**config.mk**
```make
export PLATFORM = sky130hd
export DESIGN_NAME = work_ctrl_seq
export DESIGN_NICKNAME = d
export VERILOG_FILES = /design/src/rtl/work_ctrl_seq.sv
export SDC_FILE = /design/constraint.sdc
export NUM_CORES = 1
export LEC_CHECK = 0
export BUFFER_PORTS_ARGS = -buffer_cell sky130_fd_sc_hd__buf_2
export CORE_ASPECT_RATIO = 1.75
export CORE_MARGIN = 5
export CORE_UTILIZATION = 40
export DETAILED_ROUTE_END_ITERATION = 12
export SETUP_SLACK_MARGIN = 0.1
export SYNTH_ARGS = -nofsm -noshare
export SYNTH_HDL_FRONTEND = slang
export SYNTH_SLANG_ARGS = --single-unit
```
**constraint.sdc**
```tcl
create_clock -name clk -period 4.5 [get_ports clk]
set_input_delay 0.225 -clock clk [delete_from_list [all_inputs] [get_ports clk]]
set_output_delay 0.225 -clock clk [all_outputs]
set_load 0.02 [all_outputs]
```
**src/rtl/work_ctrl_seq.sv**
```systemverilog
// Node work controller: sweeps every neuron on each falling tik edge, issuing
// Vm addresses with valid/full backpressure and matching 3-D spike source IDs.
module work_ctrl_seq #(
  parameter int NNW        = 12,
  parameter int SW         = 24,
  parameter int CODE_WIDTH = 2,
  parameter int OVW        = 8
) (
  input  logic                  clk,
  input  logic                  rst_n,
  input  logic                  tik,
  input  logic                  config_enable,
  input  logic                  config_clear,
  input  logic [CODE_WIDTH-1:0] spike_code,
  input  logic [NNW-1:0]        neu_num,
  input  logic [NNW-1:0]        x_in,
  input  logic [NNW-1:0]        y_in,
  input  logic [SW/3-1:0]       z_in,
  input  logic [SW/3-1:0]       z_base,
  input  logic                  spk_out_full,
  output logic                  vld,
  output logic [NNW-1:0]        vm_addr,
  output logic                  clear,
  output logic [CODE_WIDTH-1:0] mode,
  output logic [SW-1:0]         neuid,
  output logic                  busy,
  output logic                  sweep_done,
  output logic                  clear_done,
  output logic [OVW-1:0]        overrun_cnt
);

  localparam int CW = SW / 3;

  typedef enum logic [1:0] {
    ST_IDLE  = 2'd0,
    ST_RUN   = 2'd1,
    ST_CLEAR = 2'd2
  } state_t;

  state_t         state, state_next;
  logic           t1, t2, t3;
  logic           pend_tik, pend_clr;
  logic [NNW-1:0] addr, x, y;
  logic [CW-1:0]  z_off, z_coord;

  logic start, clr_req, reserved, last, go_run, go_clear, tick_queued;

  // NOTE: non-blocking assignments so every flop samples pre-edge values.
  always_ff @(posedge clk or negedge rst_n) begin
    if (!rst_n) {t3, t2, t1} <= '0;
    else        {t3, t2, t1} <= {t2, t1, tik};
  end

  assign start       = t3 & ~t2 & config_enable;
  assign clr_req     = config_clear & ~config_enable;
  assign reserved    = (spike_code == CODE_WIDTH'(3));
  assign last        = vld && (addr == neu_num);
  assign go_run      = (state == ST_IDLE) && (state_next == ST_RUN);
  assign go_clear    = (state == ST_IDLE) && (state_next == ST_CLEAR);
  // A tick that cannot start a sweep now is queued; reserved-code ticks in IDLE are dropped.
  assign tick_queued = start && ((state != ST_IDLE) || go_clear);

  always_ff @(posedge clk or negedge rst_n) begin
    if (!rst_n) state <= ST_IDLE;
    else        state <= state_next;
  end

  always_comb begin
    state_next = state;
    case (state)
      ST_IDLE: begin
        if (pend_clr || clr_req)                   state_next = ST_CLEAR;
        else if ((start || pend_tik) && !reserved) state_next = ST_RUN;
      end
      ST_RUN, ST_CLEAR: if (last) state_next = ST_IDLE;
      default: state_next = ST_IDLE;
    endcase
  end

  // NOTE: every output gets a default first so no path infers a latch.
  always_comb begin
    vld   = 1'b0;
    clear = 1'b0;
    case (state)
      ST_RUN:   vld = ~spk_out_full;
      ST_CLEAR: begin
        vld   = 1'b1;
        clear = 1'b1;
      end
      default: ;
    endcase
  end

  always_ff @(posedge clk or negedge rst_n) begin
    if (!rst_n) begin
      busy       <= 1'b0;
      mode       <= '0;
      sweep_done <= 1'b0;
      clear_done <= 1'b0;
    end else begin
      busy       <= (state_next != ST_IDLE);
      sweep_done <= last && (state == ST_RUN);
      clear_done <= last && (state == ST_CLEAR);
      if (go_run) mode <= spike_code;
    end
  end

  // Neuron counters: x fastest, then y, then z offset; all zeroed after the last beat.
  always_ff @(posedge clk or negedge rst_n) begin
    if (!rst_n) begin
      addr  <= '0;
      x     <= '0;
      y     <= '0;
      z_off <= '0;
    end else if (last) begin
      addr  <= '0;
      x     <= '0;
      y     <= '0;
      z_off <= '0;
    end else if (vld) begin
      addr <= addr + NNW'(1);
      x    <= (x == x_in) ? '0 : x + NNW'(1);
      if (x == x_in) begin
        y <= (y == y_in) ? '0 : y + NNW'(1);
        if (y == y_in) z_off <= (z_off == z_in) ? '0 : z_off + CW'(1);
      end
    end
  end

  always_ff @(posedge clk or negedge rst_n) begin
    if (!rst_n) begin
      pend_tik    <= 1'b0;
      pend_clr    <= 1'b0;
      overrun_cnt <= '0;
    end else begin
      if (!config_enable)              pend_tik <= 1'b0;
      else if (go_run)                 pend_tik <= 1'b0;
      else if (tick_queued)            pend_tik <= 1'b1;

      if (tick_queued && pend_tik && config_enable && (overrun_cnt != '1))
        overrun_cnt <= overrun_cnt + OVW'(1);

      if (go_clear)                              pend_clr <= 1'b0;
      else if ((state == ST_RUN) && clr_req)     pend_clr <= 1'b1;
    end
  end

  // Idle output is forced to zero so z_base does not leak out between sweeps.
  assign z_coord = z_base + z_off;
  assign vm_addr = addr;
  assign neuid   = (state != ST_IDLE) ? {z_coord, CW'(y), CW'(x)} : '0;

endmodule

```
==> reports/qor.csv, run 1 <==
metric;value;unit
htree_num_levels;3;
numCtsBuffers;9;
crit_type;flip-flop to primary output;
grt_max_degree;65;
yosys_most_used_dff;dfrtp_1;
worst_slack;1490;ps
hold_viol_final;0;
viasPerCell;5.518;
timing.slew.headroom;0.4351;
synthArstFlopShare;1.000;
required;4280;ps
crit_fanout;9;
rows;50;
ir_drop;256.5;uV
area_growth;23.60;%
grt_use_total;0.1868;
drt_first_pass_iters;4;
synth_edf_count;0;
cap_violations;0;
crit_arrival;2790;ps
synth_area_leaders;dfrtp_1 37%, xnor2_1 9.0%, xor2_1 5.3%;
seq_area_frac_synth;0.3744;
p_leak;2.480;nW
gr-total-overflow;0;
cts_tree;built;
setup_tns;0;ps
synth_cell_type_count;61;
postRouteAntennaNets;0;
syn_inst;462;
port_buffers;110;
synth_most_common_cell;dfrtp_1;
diodes;0;
cts-resized-gates;0;
post-place-ws;1589;ps
min_period;3010;ps
dieArea;12940;sq um
antenna_found_initial;0;
start_util;0.4046;
hp-class;input pin to async pin;
grt_pass1_wl;19290;microns
period_share;0.6690;
dp.cells;694;
max_freq;332.2;MHz
rsz0062_at_grt;false;
setup_viol;0;
status;completed;
wl_per_cell;16.56;microns
cts_root_buffer;clkbuf_16;
io_pins;111;
grt_pass1_vias;3965;
clock_skew;4.758;ps
synth_top_area_share;0.3744;
remaining_drc_errors;0;
syn_nets;539;
synth_area_per_cell;9.259;sq um
insertion_delay;330;ps
worstSetupStartpointType;flip-flop;
drv_slew;0;
gp_congestion;0.8328;
cts_setup_buffers;0;
yosys.area.top_type;dfrtp_1;
cp-end-kind;primary output;
synth_seq_cells;64;
die_height;146.8;microns
yosys_warnings;0;
fin_cells;710;
p_per_area;437.9;nW/um^2
post_route_cells_drive_above_1_share;0.2517;
vias;3918;
cts_sinks;64;
worst-slew-pin-transition;847.4;ps
nets;653;
synthTopCellsByCount;64 x dfrtp_1, 44 x xnor2_1, 41 x nor2_1, 26 x nand2_1, 26 x xor2_1;
clockBufferDepth;2;
cts.clk_slew.worst_paths;50;ps
drt_iter0_markers;133;
syn_area;4278;sq um
drt-total-wl;11760;microns
die_x;88.18;microns
coreArea;10570;sq um
dp_hpwl;9072;microns
-- critical path, stage by stage, from the launching register on --
cell and delay, ps:
dfrtp_1 530, ha_1 300, a21o_1 150, a21oi_1 220, o21bai_1 120, a2111oi_0 640, o21a_1 220, o21a_1 110
buf_2 150
-- routing by layer --
layer	share of wire	global-route usage	routed length [microns]
met1	0.37	0.2013	4398
met2	0.56	0.3501	6609
met3	0.043	0.02806	504
met4	0.021	0.07413	247
met5	0	0	0
-- cells in the final DEF, fill, tap and decap left out, drive strengths merged, types with 3 or more instances in the layout --
cell,n
dfrtp,64
ha,16
and4,4
xor2,26
o31ai,6
buf,114
mux2,4
nor2b,23
a211oi,6
a21oi,22
nand4,21
clkbuf,12
a21o,5
nand2b,3
a22o,6
o211ai,3
nand3,18
inv,16
nor3,10
o21ai,23
and2,5
a2111oi,4
nor4,6
nor2,41
nand2,26
xnor2,44
or3,10
and3,10
-- layout make-up --
class	instances	area, sq um
fillers	1041	5285
repair buffers	115	590.6
well taps	130	162.7
flip-flops and latches	64	1602
multi-input cells	370	2564
clock buffers	12	266.5
inverters	16	62.56
clock inverters	3	40.04
-- registers in the layout, indices dropped and copies added, names as in the netlist --
register and flops:
t2 1, sweep_done 1, pend_clr 1, y 12
mode 2, state 2, z_off 8, clear_done 1
t1 1, vm_addr 12, overrun_cnt 8, busy 1
t3 1, pend_tik 1, x 12
-- logic make-up after synthesis --
logic type,synth area share
AOI/OAI and AO/OA,0.1594
buffers and inverters,0.02632
and+or+nand+nor,0.2346
xor gates and xnor gates,0.1433
muxes,0.01053
DFF,0.3744
adders and majority gates,0.05148
-- metrics by stage --
step	hold WS (ps)	util	power (mW)	area, sq um
4_1_cts	110.0	0.5001	2.342	5288
3_3_place_gp	331.7	0.4702	1.598	4971
3_5_place_dp	334.3	0.4702	1.618	4971
5_1_grt	130.6	0.5001	2.458	5288
6_report	65.84	0.5001	2.316	5288
2_1_floorplan	-70.59	-	1.327	4278
-- worst paths after layout --
| check | from | endpoint | depth (start not counted) | slack [ps] |
|---|---|---|---|---|
| setup / recovery | z_off[1] | neuid[23] | 8 | 1490 |
| hold / removal | rst_n | x[11] | 2 | 70 |
| setup reg to reg | state[0] | pend_tik | 8 | 1600 |
| hold reg to reg | t1 | t2 | 0 | 350 |
| max in group asynchronous | rst_n | state[1] | 2 | 3850 |
| min in group clk | spike_code[0] | mode[0] | 2 | 140 |
-- where the power goes --
part	switching, mW	internal (mW)
Sequential	0.110	0.655
Combinational	0.542	0.295
Clock	0.245	0.469
Total	0.896	1.42
-- repair_timing --
action                                 4_1_cts  5_1_grt
hold buffers                                 1        0
setup endpoints to repair                    0        0
endpoints found under the hold margin        1        0
Note: power is estimated with default switching activity, not from simulation.
==> run 2, diff against run 1 <==
--- a/config.mk
+++ b/config.mk
@@ -5,11 +5,13 @@
 export SDC_FILE = /design/constraint.sdc
 export NUM_CORES = 1
 export LEC_CHECK = 0
+export ABC_AREA = 1
 export BUFFER_PORTS_ARGS = -buffer_cell sky130_fd_sc_hd__buf_2
 export CORE_ASPECT_RATIO = 1.75
 export CORE_MARGIN = 5
 export CORE_UTILIZATION = 40
 export DETAILED_ROUTE_END_ITERATION = 12
+export PLACE_DENSITY = 0.65
 export SETUP_SLACK_MARGIN = 0.1
 export SYNTH_ARGS = -nofsm -noshare
 export SYNTH_HDL_FRONTEND = slang
==> constraint.sdc (replaced) <==
create_clock -name clk -period 2.5 [get_ports clk]
set_input_delay 0.125 -clock clk [delete_from_list [all_inputs] [get_ports clk]]
set_output_delay 0.125 -clock clk [all_outputs]
set_load 0.02 [all_outputs]
==> run 2 against run 1 <==
Effect of this change:
- die area increased by 3.9%
- worst setup slack worse by 1300 ps
- non-clock buffer count up 3
- largest power group unchanged
- total power grew 98%
- largest cell class unchanged
- sequential cell count unchanged
- first-iteration DRC count grew 20%
- area after synthesis is 4.3% higher
- critical path depth is 4 higher
==> reports/qor.csv, run 2 <==
metric;value;unit;change
required;2380;ps;-1900 ps
yosys_most_used_dff;dfrtp_1;;
status;completed;;
viasPerCell;5.040;;-8.7%
grt_pass1_wl;20670;microns;+7.2%
grt_use_total;0.1855;;-0.001239
die_height;149.7;microns;+2.0%
hold_ws;46.68;ps;-19.16 ps
worst-slew-pin-transition;528.8;ps;-318.6 ps
post_route_cells_drive_above_1_share;0.2338;;-0.01794
crit_top_cell;nand2_1;;
dieArea;13450;sq um;+3.9%
yosys_warnings;0;;unchanged
crit_arrival;2190;ps;-600 ps
cp_cell_sequence;ha_4, fa_2, nand2_1, inv_1, o21ai_1, nand2_1, nand2_1, nand2_1, a21oi_2, xor2_1, nor2_1, buf_4;;
synth_seq_cells;64;;unchanged
rrSetupSlack;280;ps;-1320 ps
yosys.area.top_type;dfrtp_1;;
max_freq;432.5;MHz;
whs_endpoint;pend_tik;;
nets;813;;+25%
diodes;0;;unchanged
drt_iter0_markers;159;;+20%
drt-total-wl;12240;microns;+4.0%
final_util;0.5024;;+0.002319
antenna_found_initial;0;;unchanged
syn_nets;696;;+29%
synth_most_common_cell;nand2_1;;
gp_congestion;0.8580;;+3.0%
min_period;2312;ps;
coreArea;11040;sq um;+4.4%
hold_viol_final;0;;unchanged
hp-start;config_enable;;
numCtsBuffers;9;;unchanged
cts.clk_slew.worst_paths;60;ps;about the same
period_share;0.9249;;
area_growth;24.35;%;
crit_fanout;3;;-6
clock_skew;7.234;ps;+2.476 ps
cts_sinks;64;;unchanged
post_dp_cell_area;5159;sq um;+3.8%
r2r-start;state[1];;
setup_viol;0;;unchanged
rsz0062_at_grt;true;;
gr-total-overflow;0;;unchanged
rows;51;;+2.0%
vias;4395;;+12%
synthArstFlopShare;1.000;;unchanged
stdcell_area;5547;sq um;+4.9%
timing.slew.headroom;0.6464;;+0.2113
htree_num_levels;3;;unchanged
layout_commonest_cell;nand2_1;;
seq_area_frac_synth;0.3590;;-0.01533
drt_first_pass_iters;4;;unchanged
p_per_area;824.9;nW/um^2;+88%
io_pins;111;;unchanged
dp_hpwl;9464;microns;+4.3%
synth_cell_type_count;38;;-38%
synth_area_per_cell;7.206;sq um;-22%
cap_violations;0;;unchanged
synth_area_leaders;dfrtp_1 36%, nand2_1 14%, xor2_1 7.3%;;
grt_pass1_vias;4471;;+13%
cp-end-kind;primary output;;
postRouteAntennaNets;0;;unchanged
setup_tns;0;ps;unchanged
insertion_delay;330;ps;about the same
mostFrequentLayoutCells;170 x nand2_1, 109 x buf_2, 73 x nor2_1;;
cts_tree;built;;
crit_path_top_delay_cell;dfrtp_2;;
syn_inst;619;;+34%
crit_type;flip-flop to primary output;;
die_x;89.83;microns;+1.9%
remaining_drc_errors;0;;unchanged
slowest_delay;420;ps;-220 ps
critPathBufInv;2;;+1
synth_edf_count;0;;unchanged
grt_max_degree;65;;unchanged
p_leak;2.938;nW;+18%
clockBufferDepth;2;;unchanged
start_util;0.4041;;-0.0005578
syn_area;4461;sq um;+4.3%
whs_path_depth;3;;
cts_root_buffer;clkbuf_16;;
drv_slew;0;;unchanged
worstSetupStartpointType;flip-flop;;
synthTopCellsByCount;171 x nand2_1, 73 x nor2_1, 65 x inv_1, 64 x dfrtp_1, 37 x xor2_1;;
crit_path_start;z_off[0];;
hp-class;input pin to flip-flop;;
ir_drop;549.1;uV;+110%
wl_per_cell;14.03;microns;-15%
synth_top_area_share;0.3590;;-0.01533
port_buffers;110;;unchanged
r2r-end;x[11];;
cp_top_family;adder cells;;
r2r_cells;9;;+1
run 2: kinds of logic (layout without fill, tap and decap cells):
group           Yosys count  count (layout)  share of synthesized area
xor+xnor                 56              56                     0.1100
flops                    64              64                     0.3590
simple gates            335             335                     0.3318
compound gates           57              57                    0.07069
fa+ha+maj                17              17                    0.04937
buf+inv                  90             211                    0.07910
run 2: area by class of cell:
cell class	count	area, sq um
Timing Repair Buffer	118	630.6
Clock buffer	12	266.5
Tap cell	132	165.2
Sequential cell	64	1604
Fill cell	1091	5493
Clock inverter	3	40.04
Multi-Input combinational cell	465	2547
Inverter	78	292.8
run 2: timing repair:
item	CTS	global route
pin swaps	1	3
endpoints found under the setup margin	2	7
resized for setup	8	5
hold endpoints to repair	65	0
hold buffers	2	0
buffers inserted	1	1
run 2: through the flow:
step	worst slack [ps]	cells	power [mW]
final	187.8	872	4.575
after global routing	56.17	872	4.912
after CTS	129.3	871	4.626
after detailed placement	312.0	853	3.310
after global placement	356.8	853	3.254
after floorplan	360.3	619	2.677
run 2: report_power, final:
group	internal [mW]	total, mW	switching, mW
logic	0.626	1.86	1.23
clock network	0.844	1.28	0.437
registers	1.22	1.44	0.220
total	2.68	4.58	1.89
run 2: worst max-delay path by stage:
stage	end	depth (start not counted)
2_1_floorplan	y[0]	10
3_3_place_gp	x[10]	11
3_5_place_dp	overrun_cnt[5]	12
4_1_cts	neuid[22]	12
5_1_grt	neuid[22]	12
6_report	neuid[22]	12
run 2: tightest hold or removal path, delay by kind of cell:
family                 cells  cell delay, ps
and+or+nand+nor            1              60
AOI/OAI and AO/OA          1              40
buffers and inverters      1             110
run 2: routing by layer:
metal  vias up  wire length, microns  track usage
met2       113                  6754       0.3486
met4         0                   222      0.07791
met5         -                     0            0
li1       2210                     -            -
met3        17                   515      0.03672
met1      2055                  4743       0.1989
